**config.mk**
```make
export PLATFORM = sky130hd
export DESIGN_NAME = mvm_stream_ctrl_flat
export DESIGN_NICKNAME = d
export VERILOG_FILES = /design/src/rtl/mvm_pkg.sv /design/src/rtl/mvm_stream_ctrl_if.sv /design/src/rtl/mvm_result_fifo.sv /design/src/rtl/mvm_stream_ctrl.sv /design/src/flat_wrapper.sv
export SDC_FILE = /design/constraint.sdc
export NUM_CORES = 2
export LEC_CHECK = 0
export ABC_AREA = 0
export BUFFER_PORTS_ARGS = -buffer_cell sky130_fd_sc_hd__buf_2
export CAP_MARGIN = 20
export CORE_ASPECT_RATIO = 0.8
export CORE_UTILIZATION = 25
export DETAILED_ROUTE_END_ITERATION = 7
export PLACE_DENSITY = 0.46
export SYNTH_ARGS = -nofsm -noshare
export SYNTH_HDL_FRONTEND = slang
export SYNTH_SLANG_ARGS = --single-unit
```
**constraint.sdc**
```tcl
create_clock -name clk -period 5.62 [get_ports clk]
set_clock_uncertainty 0.1 [all_clocks]
set_input_delay 1.405 -clock clk [delete_from_list [all_inputs] [get_ports clk]]
set_output_delay 1.405 -clock clk [all_outputs]
set_load 0.02 [all_outputs]
```
**src/rtl/mvm_pkg.sv**
```systemverilog
// Shared types and default sizes for the mvm stream controller.
//   op_t    : command opcodes carried on cmd_op
//   state_t : controller FSM states
package mvm_pkg;

    localparam int M_DEF       = 8;     // matrix dimension
    localparam int W_DEF       = 16;    // operand width
    localparam int TIMEOUT_DEF = 1024;  // start-to-done cycle limit

    typedef enum logic [1:0] {
        OP_LOAD_MAT,
        OP_LOAD_VEC,
        OP_COMPUTE,
        OP_ILLEGAL
    } op_t;

    typedef enum logic [2:0] {
        ST_IDLE,
        ST_FILL,
        ST_BURST,
        ST_WAIT_DONE,
        ST_CAPTURE
    } state_t;

endpackage

```
**src/rtl/mvm_stream_ctrl_if.sv**
```systemverilog
// Upstream/downstream stream bundle for mvm_stream_ctrl.
//   cmd_*  : command stream (op code)
//   s_*    : operand word stream, W bits signed
//   m_*    : result stream, 2W bits signed, m_last on the final word
//   err_*  : error indications from the controller
// Modports: master = producer/consumer side, slave = controller side.
interface mvm_stream_ctrl_if #(parameter int W = mvm_pkg::W_DEF);
    import mvm_pkg::*;

    logic           cmd_valid;
    logic           cmd_ready;
    op_t            cmd_op;

    logic           s_valid;
    logic           s_ready;
    logic [W-1:0]   s_data;

    logic           m_valid;
    logic           m_ready;
    logic [2*W-1:0] m_data;
    logic           m_last;

    logic           err_illegal;
    logic           err_timeout;

    modport master (
        output cmd_valid, cmd_op, s_valid, s_data, m_ready,
        input  cmd_ready, s_ready, m_valid, m_data, m_last, err_illegal, err_timeout
    );

    modport slave (
        input  cmd_valid, cmd_op, s_valid, s_data, m_ready,
        output cmd_ready, s_ready, m_valid, m_data, m_last, err_illegal, err_timeout
    );

endinterface

```
**src/rtl/mvm_result_fifo.sv**
```systemverilog
// Synchronous FIFO holding core results together with a last tag.
//   push_i/din_i/last_i : write side, ignored when full
//   pop_i               : read side, ignored when empty
//   dout_o/last_o       : head entry, valid while !empty_o
//   full_o/empty_o      : occupancy flags
module mvm_result_fifo #(
    parameter int DEPTH = 8,
    parameter int WIDTH = 32
) (
    input  logic             clk,
    input  logic             reset,
    input  logic             push_i,
    input  logic [WIDTH-1:0] din_i,
    input  logic             last_i,
    input  logic             pop_i,
    output logic [WIDTH-1:0] dout_o,
    output logic             last_o,
    output logic             full_o,
    output logic             empty_o
);

    localparam int AW = (DEPTH > 1) ? $clog2(DEPTH) : 1;
    localparam int CW = $clog2(DEPTH + 1);

    logic [WIDTH:0]  mem_q [DEPTH];
    logic [AW-1:0]   wr_q, rd_q;
    logic [CW-1:0]   cnt_q;
    logic            do_push, do_pop;

    assign full_o  = (cnt_q == CW'(DEPTH));
    assign empty_o = (cnt_q == '0);
    assign do_push = push_i && !full_o;
    assign do_pop  = pop_i && !empty_o;
    assign {last_o, dout_o} = mem_q[rd_q];

    // Pointer wrap without relying on DEPTH being a power of two.
    function automatic logic [AW-1:0] nxt(input logic [AW-1:0] p);
        return (p == AW'(DEPTH - 1)) ? '0 : p + 1'b1;
    endfunction

    always_ff @(posedge clk) begin
        if (reset) begin
            wr_q  <= '0;
            rd_q  <= '0;
            cnt_q <= '0;
            for (int i = 0; i < DEPTH; i++) mem_q[i] <= '0;
        end else begin
            if (do_push) begin
                mem_q[wr_q] <= {last_i, din_i};
                wr_q        <= nxt(wr_q);
            end
            if (do_pop) rd_q <= nxt(rd_q);
            case ({do_push, do_pop})
                2'b10:   cnt_q <= cnt_q + 1'b1;
                2'b01:   cnt_q <= cnt_q - 1'b1;
                default: cnt_q <= cnt_q;
            endcase
        end
    end

endmodule

```
**src/rtl/mvm_stream_ctrl.sv**
```systemverilog
// Stream controller for the mvm_<M>_1_<W>_1 matrix-vector core.
// Operand words arrive with arbitrary gaps and are staged, then replayed to
// the core as one gap-free load burst. After start, the M results that
// follow done are captured into a FIFO and returned on the m_* stream.
//   clk, reset      : single clock, synchronous active-high reset
//   bus (slave)     : cmd/s/m streams and error flags
//   mvm_loadMatrix, mvm_loadVector, mvm_start : one-cycle pulses to core
//   mvm_data_in     : operand to core, zero outside bursts
//   mvm_done        : core done
//   mvm_data_out    : core result, one per cycle for M cycles after done
module mvm_stream_ctrl
    import mvm_pkg::*;
#(
    parameter int M       = M_DEF,
    parameter int W       = W_DEF,
    parameter int TIMEOUT = TIMEOUT_DEF
) (
    input  logic           clk,
    input  logic           reset,
    mvm_stream_ctrl_if.slave bus,
    output logic           mvm_loadMatrix,
    output logic           mvm_loadVector,
    output logic           mvm_start,
    output logic [W-1:0]   mvm_data_in,
    input  logic           mvm_done,
    input  logic [2*W-1:0] mvm_data_out
);

    localparam int N_MAT = M * M;
    localparam int CNT_W = $clog2(N_MAT + 1);
    localparam int TMR_W = $clog2(TIMEOUT + 1);
    localparam int AW    = (N_MAT > 1) ? $clog2(N_MAT) : 1;

    state_t            state_q, state_d;
    logic [CNT_W-1:0]  cnt_q, cnt_d;
    logic [CNT_W-1:0]  len_q, len_d;
    logic              is_mat_q, is_mat_d;
    logic [TMR_W-1:0]  tmr_q, tmr_d;
    logic              start_q, start_d;
    logic              illegal_q, illegal_d;
    logic              tout_q, tout_d;

    logic [W-1:0]      stage_q [N_MAT];
    logic [AW-1:0]     wr_idx, rd_idx;

    logic              cmd_fire, s_fire;
    logic              fifo_push, fifo_pop, push_last;
    logic              fifo_full, fifo_empty;

    assign bus.cmd_ready   = (state_q == ST_IDLE) && fifo_empty;
    assign bus.s_ready     = (state_q == ST_FILL);
    assign bus.m_valid     = !fifo_empty;
    assign bus.err_illegal = illegal_q;
    assign bus.err_timeout = tout_q;
    assign mvm_start       = start_q;

    assign cmd_fire = bus.cmd_valid && bus.cmd_ready;
    assign s_fire   = bus.s_valid && bus.s_ready;
    assign fifo_pop = bus.m_valid && bus.m_ready;

    // During FILL cnt_q is the next write slot; during BURST cycle k>0
    // replays slot k-1 (cycle 0 carries the load strobe).
    assign wr_idx = AW'(cnt_q);
    assign rd_idx = AW'(cnt_q - 1'b1);

    always_comb begin
        state_d        = state_q;
        cnt_d          = cnt_q;
        len_d          = len_q;
        is_mat_d       = is_mat_q;
        tmr_d          = tmr_q;
        start_d        = 1'b0;
        illegal_d      = 1'b0;
        tout_d         = tout_q;
        fifo_push      = 1'b0;
        push_last      = 1'b0;
        mvm_loadMatrix = 1'b0;
        mvm_loadVector = 1'b0;
        mvm_data_in    = '0;

        case (state_q)
            ST_IDLE: begin
                if (cmd_fire) begin
                    case (bus.cmd_op)
                        OP_LOAD_MAT: begin
                            state_d  = ST_FILL;
                            len_d    = CNT_W'(N_MAT);
                            is_mat_d = 1'b1;
                            cnt_d    = '0;
                        end
                        OP_LOAD_VEC: begin
                            state_d  = ST_FILL;
                            len_d    = CNT_W'(M);
                            is_mat_d = 1'b0;
                            cnt_d    = '0;
                        end
                        OP_COMPUTE: begin
                            state_d = ST_WAIT_DONE;
                            start_d = 1'b1;
                            tmr_d   = '0;
                        end
                        default: illegal_d = 1'b1;
                    endcase
                end
            end

            ST_FILL: begin
                if (s_fire) begin
                    if (cnt_q == len_q - 1'b1) begin
                        state_d = ST_BURST;
                        cnt_d   = '0;
                    end else begin
                        cnt_d = cnt_q + 1'b1;
                    end
                end
            end

            ST_BURST: begin
                if (cnt_q == '0) begin
                    mvm_loadMatrix = is_mat_q;
                    mvm_loadVector = !is_mat_q;
                end else begin
                    mvm_data_in = stage_q[rd_idx];
                end
                if (cnt_q == len_q) begin
                    state_d = ST_IDLE;
                    cnt_d   = '0;
                end else begin
                    cnt_d = cnt_q + 1'b1;
                end
            end

            ST_WAIT_DONE: begin
                if (mvm_done) begin
                    state_d = ST_CAPTURE;
                    cnt_d   = '0;
                end else if (tmr_q == TMR_W'(TIMEOUT - 1)) begin
                    tout_d  = 1'b1;
                    state_d = ST_IDLE;
                end else begin
                    tmr_d = tmr_q + 1'b1;
                end
            end

            ST_CAPTURE: begin
                // FIFO is empty on entry (cmd_ready gates COMPUTE), so it
                // always has room for all M results.
                fifo_push = !fifo_full;
                push_last = (cnt_q == CNT_W'(M - 1));
                if (push_last) begin
                    state_d = ST_IDLE;
                    cnt_d   = '0;
                end else begin
                    cnt_d = cnt_q + 1'b1;
                end
            end

            default: state_d = ST_IDLE;
        endcase
    end

    always_ff @(posedge clk) begin
        if (reset) begin
            state_q   <= ST_IDLE;
            cnt_q     <= '0;
            len_q     <= '0;
            is_mat_q  <= 1'b0;
            tmr_q     <= '0;
            start_q   <= 1'b0;
            illegal_q <= 1'b0;
            tout_q    <= 1'b0;
        end else begin
            state_q   <= state_d;
            cnt_q     <= cnt_d;
            len_q     <= len_d;
            is_mat_q  <= is_mat_d;
            tmr_q     <= tmr_d;
            start_q   <= start_d;
            illegal_q <= illegal_d;
            tout_q    <= tout_d;
        end
    end

    // Staging RAM shared by matrix and vector loads.
    always_ff @(posedge clk) begin
        if (reset) begin
            for (int i = 0; i < N_MAT; i++) stage_q[i] <= '0;
        end else if (s_fire) begin
            stage_q[wr_idx] <= bus.s_data;
        end
    end

    mvm_result_fifo #(
        .DEPTH (M),
        .WIDTH (2 * W)
    ) u_fifo (
        .clk     (clk),
        .reset   (reset),
        .push_i  (fifo_push),
        .din_i   (mvm_data_out),
        .last_i  (push_last),
        .pop_i   (fifo_pop),
        .dout_o  (bus.m_data),
        .last_o  (bus.m_last),
        .full_o  (fifo_full),
        .empty_o (fifo_empty)
    );

endmodule
```
**src/flat_wrapper.sv**
```systemverilog
// flat-port wrapper written by rule: the top's interface ports become plain ports
module mvm_stream_ctrl_flat import mvm_pkg::*;
#(
    parameter int M       = M_DEF,
    parameter int W       = W_DEF,
    parameter int TIMEOUT = TIMEOUT_DEF
)
  (clk, reset, mvm_loadMatrix, mvm_loadVector, mvm_start, mvm_data_in, mvm_done, mvm_data_out, bus_cmd_valid, bus_cmd_op, bus_s_valid, bus_s_data, bus_m_ready, bus_cmd_ready, bus_s_ready, bus_m_valid, bus_m_data, bus_m_last, bus_err_illegal, bus_err_timeout);
  mvm_stream_ctrl_if #(.W(W)) bus_i ();
  input  logic clk;
  input  logic reset;
  output logic mvm_loadMatrix;
  output logic mvm_loadVector;
  output logic mvm_start;
  output logic [W-1:0] mvm_data_in;
  input  logic mvm_done;
  input  logic [2*W-1:0] mvm_data_out;
  input wire logic [$bits(bus_i.cmd_valid)-1:0] bus_cmd_valid;
  input wire logic [$bits(bus_i.cmd_op)-1:0] bus_cmd_op;
  input wire logic [$bits(bus_i.s_valid)-1:0] bus_s_valid;
  input wire logic [$bits(bus_i.s_data)-1:0] bus_s_data;
  input wire logic [$bits(bus_i.m_ready)-1:0] bus_m_ready;
  output wire logic [$bits(bus_i.cmd_ready)-1:0] bus_cmd_ready;
  output wire logic [$bits(bus_i.s_ready)-1:0] bus_s_ready;
  output wire logic [$bits(bus_i.m_valid)-1:0] bus_m_valid;
  output wire logic [$bits(bus_i.m_data)-1:0] bus_m_data;
  output wire logic [$bits(bus_i.m_last)-1:0] bus_m_last;
  output wire logic [$bits(bus_i.err_illegal)-1:0] bus_err_illegal;
  output wire logic [$bits(bus_i.err_timeout)-1:0] bus_err_timeout;
  assign bus_i.cmd_valid = bus_cmd_valid;
  assign bus_i.cmd_op = bus_cmd_op;
  assign bus_i.s_valid = bus_s_valid;
  assign bus_i.s_data = bus_s_data;
  assign bus_i.m_ready = bus_m_ready;
  assign bus_cmd_ready = bus_i.cmd_ready;
  assign bus_s_ready = bus_i.s_ready;
  assign bus_m_valid = bus_i.m_valid;
  assign bus_m_data = bus_i.m_data;
  assign bus_m_last = bus_i.m_last;
  assign bus_err_illegal = bus_i.err_illegal;
  assign bus_err_timeout = bus_i.err_timeout;
  mvm_stream_ctrl #(.M(M), .W(W), .TIMEOUT(TIMEOUT)) u_core (.clk(clk), .reset(reset), .bus(bus_i), .mvm_loadMatrix(mvm_loadMatrix), .mvm_loadVector(mvm_loadVector), .mvm_start(mvm_start), .mvm_data_in(mvm_data_in), .mvm_done(mvm_done), .mvm_data_out(mvm_data_out));
endmodule
```
==> metrics.txt <==
Sinks on Clock Net=1327; critical path class=flip-flop to primary output; Final GP Congestion=approximately 0.8; crit path launch type=flip-flop; height of the chip=444 um; CP Buf/Inv Count=5; post-cts hold buffer count=0; average wire per standard cell=about 26 um; library cell contributing the largest single delay on the critical path=sky130_fd_sc_hd__ha_4; Final Hold Fails=0; worst IR drop on VDD=approximately 0.24 mV; number of enable flip-flop cells after synthesis=roughly 1300; number of warnings printed during yosys synthesis=0; Worst-Skew Late Latency=820 ps; Top FF cell, synth=sky130_fd_sc_hd__edfxtp_1; maximum number of pins on one net before global-route repair=99; count of cell instances traversed by the critical path=11; Starting Density=0.253; Largest delay share family, worst path=buffers and inverters; Port Buf Inserts=between 100 and 150; DRC violation count after routing=0; overall power after layout=25.8 mW; total clock buffers created by CTS=between 150 and 200; Pwr Density=roughly 360 nW/um2; Sw Ratio=0.278; H-tree levels=4; worst-margin pin slew=between 1000 and 1500 ps; type of the worst min-delay path=flip-flop to flip-flop; via count of the routed design=around 35000; clock tree from TritonCTS=done; result of the run=finished, final reports clean; clk slew on worst S/H paths=roughly 60 ps; worst slack on hold paths=334 ps; area of all placed cells without fillers=about 70000 um2; largest driver fanout on the critical path=41; count of distinct cell types in the synthesized netlist=63; capturing element type of the critical path=primary output; Max Fclk=about 180 MHz; data required time at the worst endpoint=about 4100 ps; capture instance of the worst register-to-register path=u_core.stage_q[51][3]; First DRT Iteration DRCs=between 3000 and 4000; crit path time final=5460 ps; Die Footprint=roughly 250000 um2; cell mode on critical path=sky130_fd_sc_hd__buf_4; launching element of the worst setup path=u_core.cnt_q[1]; GRT Resource Usage Total=0.154; setup repair after global routing missed its margin=no; CORE AREA=roughly 240000 um2; combinational group share of total power=0.169; proportion of power drawn by the clock network=0.390; Async S/R FF share, synth=0; Detail Route met2 WL=approximately 84000 um; I/O pin count=~110; number of antenna-violating nets in the routed design=0; Leakage Power=roughly 24 nW; part of the power in registers=0.441; antenna violations before repair=27; final setup violation count=0; CP max stage delay=390 ps; clock root cell=sky130_fd_sc_hd__clkbuf_16; Top Metal Used=met5; final core occ=0.294; number of global-route vias before repair=between 30000 and 40000; cell internal power dissipation=around 19 mW; count of cells along the worst register-to-register path=6; max-slew violation count=0; wire length on met1=a little over 90000 um; cell count after synthesis=around 4200; overflow left after global routing=0; Critical Path End=mvm_data_in[11]; switching power=just over 7 mW; Met3 Routed Length=14900 um; data arrival time of the critical path=just under 4000 ps; mean cell area of the mapped netlist=14.6 um2; DRT Pass-1 Iters=6; WL final=193000 um; sequential fraction of the synthesis area=0.646; Final nets=approximately 4300; global-route wire length before repair=around 270000 um; filler cell count=around 24000; dpl hpwl=between 100000 and 150000 um; relative slew slack=0.268; number of register bits inferred by synthesis=1327; critical path, cell by cell=buf_4 > inv_1 > ha_4 > buf_4 > buf_16 > mux4_2 > nand2_1 > nand3_1 > nand4_1 > o211ai_1 > buf_2; sum of negative setup slack=0 ps; syn_nets=~4200; placed cell areas=around 66000 um2; number of placement rows=161; beginning of the worst register-to-register path=u_core.state_q[0]; Reg2Reg Setup Slack=roughly 1900 ps; signed area change from the synthesized netlist to the final layout=16.1%; Via density=about 4.7; Clock Tree Buf Depth=4; share of post-route cells with drive strength above 1=0.222; Die Wd=approximately 550 um; final cycle utilization of the critical path=0.971; Max-cap violations=0; area of the mapped netlist=61100 um2
==> stage by stage <==
stage | cells | setup slack [ps]
5_1_grt | 7545 | 17.4
3_5_place_dp | 7265 | 558
4_1_cts | 7541 | 38.2
2_1_floorplan | 4183 | 747
3_3_place_gp | 7259 | 620
6_report | 7550 | 162
==> what timing repair did <==
item / in CTS / in global routing
endpoints found under the hold margin: 0 / 0
pin swaps: 1 / 1
gates cloned: 2 / 1
setup endpoints to repair: 16 / 2
resized for setup: 5 / 3
setup buffers: 5 / 1
==> kinds of logic after synthesis <==
logic type | Yosys count | synth area share
adder cells (fa/ha/maj) | 10 | 0.00205
flip-flops | 1327 | 0.646
multiplexers | 360 | 0.126
AND/OR/NAND/NOR | 1954 | 0.185
AO/OA/AOI/OAI | 140 | 0.0132
buffers and inverters | 374 | 0.0257
XOR/XNOR | 18 | 0.00258
==> cell type report <==
| class | instances | area [um2] | share of cell area |
|---|---|---|---|
| Inverter | 12 | 47.5 | 0.000670 |
| Tap cell | 3178 | 3980 | 0.0560 |
| Multi-Input combinational cell | 2482 | 20400 | 0.288 |
| Clock buffer | 201 | 4310 | 0.0607 |
| Timing Repair Buffer | 277 | 2110 | 0.0297 |
| Sequential cell | 1327 | 39500 | 0.556 |
| Antenna cell | 5 | 12.5 | 0.000176 |
| Clock inverter | 68 | 609 | 0.00859 |
==> power by group through the flow <==
stage	clock network [mW]	registers, mW	logic, mW
2_1_floorplan	0	11.5	2.55
3_3_place_gp	0	11.6	4.25
3_5_place_dp	0	11.6	4.24
4_1_cts	10.3	11.4	4.36
5_1_grt	10.6	11.4	4.59
6_report	10.1	11.4	4.36
==> worst register-to-register path, cell delays in order (launching register included) <==
cell and delay (ps):
sky130_fd_sc_hd__dfxtp_1 550, sky130_fd_sc_hd__or3b_1 450, sky130_fd_sc_hd__inv_2 150, sky130_fd_sc_hd__and3_4 430, sky130_fd_sc_hd__nand3_2 540, sky130_fd_sc_hd__o21ai_2 850
sky130_fd_sc_hd__buf_4 320
==> metal layers <==
metal | global-route usage | vias to the layer above
met1 | 0.227 | 18310
met2 | 0.225 | 1176
met3 | 0.0397 | 264
met4 | 0.0354 | 16
met5 | 0 | -
li1 | - | 15376
==> worst min-delay path by stage <==
| stage | startpoint | to | cells after the start |
|---|---|---|---|
| after detailed placement | u_core.tmr_q[10] | u_core.tmr_q[10] | 2 |
| after floorplan | u_core.tmr_q[10] | u_core.tmr_q[10] | 2 |
| after CTS | u_core.tmr_q[10] | u_core.tmr_q[10] | 2 |
| after global placement | u_core.tmr_q[10] | u_core.tmr_q[10] | 2 |
| after global routing | u_core.tmr_q[10] | u_core.tmr_q[10] | 2 |
| final | u_core.tmr_q[10] | u_core.tmr_q[10] | 2 |
==> Yosys cell counts, types with 5 or more instances <==
| master | number | share of area |
|---|---|---|
| sky130_fd_sc_hd__nor2_4 | 12 | 0.0022 |
| sky130_fd_sc_hd__nand2_1 | 286 | 0.018 |
| sky130_fd_sc_hd__xor2_1 | 13 | 0.0019 |
| sky130_fd_sc_hd__xnor2_1 | 5 | 0.00072 |
| sky130_fd_sc_hd__clkbuf_1 | 241 | 0.015 |
| sky130_fd_sc_hd__nor4_1 | 5 | 0.00051 |
| sky130_fd_sc_hd__dfxtp_1 | 39 | 0.013 |
| sky130_fd_sc_hd__nor2_2 | 22 | 0.0023 |
| sky130_fd_sc_hd__nand2b_1 | 8 | 0.00082 |
| sky130_fd_sc_hd__buf_4 | 9 | 0.0011 |
| sky130_fd_sc_hd__mux2i_1 | 5 | 0.00082 |
| sky130_fd_sc_hd__edfxtp_1 | 1288 | 0.63 |
| sky130_fd_sc_hd__buf_1 | 30 | 0.0018 |
| sky130_fd_sc_hd__nand4_1 | 20 | 0.0020 |
| sky130_fd_sc_hd__o21ai_0 | 81 | 0.0066 |
| sky130_fd_sc_hd__inv_1 | 10 | 0.00061 |
| sky130_fd_sc_hd__nor3_1 | 20 | 0.0016 |
| sky130_fd_sc_hd__nand4_4 | 6 | 0.0021 |
| sky130_fd_sc_hd__and2_1 | 1281 | 0.13 |
| sky130_fd_sc_hd__a21oi_1 | 24 | 0.0020 |
| sky130_fd_sc_hd__o211ai_1 | 16 | 0.0020 |
| sky130_fd_sc_hd__buf_2 | 59 | 0.0048 |
| sky130_fd_sc_hd__mux2_2 | 33 | 0.0061 |
| sky130_fd_sc_hd__or3_1 | 9 | 0.00092 |
| sky130_fd_sc_hd__nor2_1 | 71 | 0.0044 |
| sky130_fd_sc_hd__mux4_2 | 322 | 0.12 |
| sky130_fd_sc_hd__ha_1 | 10 | 0.0020 |
| sky130_fd_sc_hd__nand3_1 | 182 | 0.015 |
| sky130_fd_sc_hd__clkbuf_2 | 20 | 0.0016 |
==> registers in the layout (all words and copies together) (netlist names), 3 cells and up, named ones only <==
register             count
u_core.tmr_q            11
u_core.cnt_q             7
u_core.u_fifo.rd_q       3
u_core.u_fifo.mem_q    264
u_core.u_fifo.cnt_q      4
u_core.state_q           3
u_core.stage_q        1024
u_core.u_fifo.wr_q       3
==> placed cells by master, fill, tap and decap left out, types with 20 or more instances in the layout <==
cell,n
sky130_fd_sc_hd__nand3_1,182
sky130_fd_sc_hd__and2_1,1280
sky130_fd_sc_hd__dfxtp_1,35
sky130_fd_sc_hd__clkbuf_1,33
sky130_fd_sc_hd__nor2_2,31
sky130_fd_sc_hd__nand2_1,286
sky130_fd_sc_hd__o21ai_2,43
sky130_fd_sc_hd__nand4_1,20
sky130_fd_sc_hd__clkinv_2,22
sky130_fd_sc_hd__edfxtp_1,1288
sky130_fd_sc_hd__mux2_2,33
sky130_fd_sc_hd__buf_2,112
sky130_fd_sc_hd__a21oi_1,24
sky130_fd_sc_hd__buf_4,141
sky130_fd_sc_hd__clkinv_1,28
sky130_fd_sc_hd__nor2_1,62
sky130_fd_sc_hd__clkbuf_16,167
sky130_fd_sc_hd__o21ai_1,22
sky130_fd_sc_hd__mux4_2,322
No activity file was read; power rests on OpenSTA's default activity.
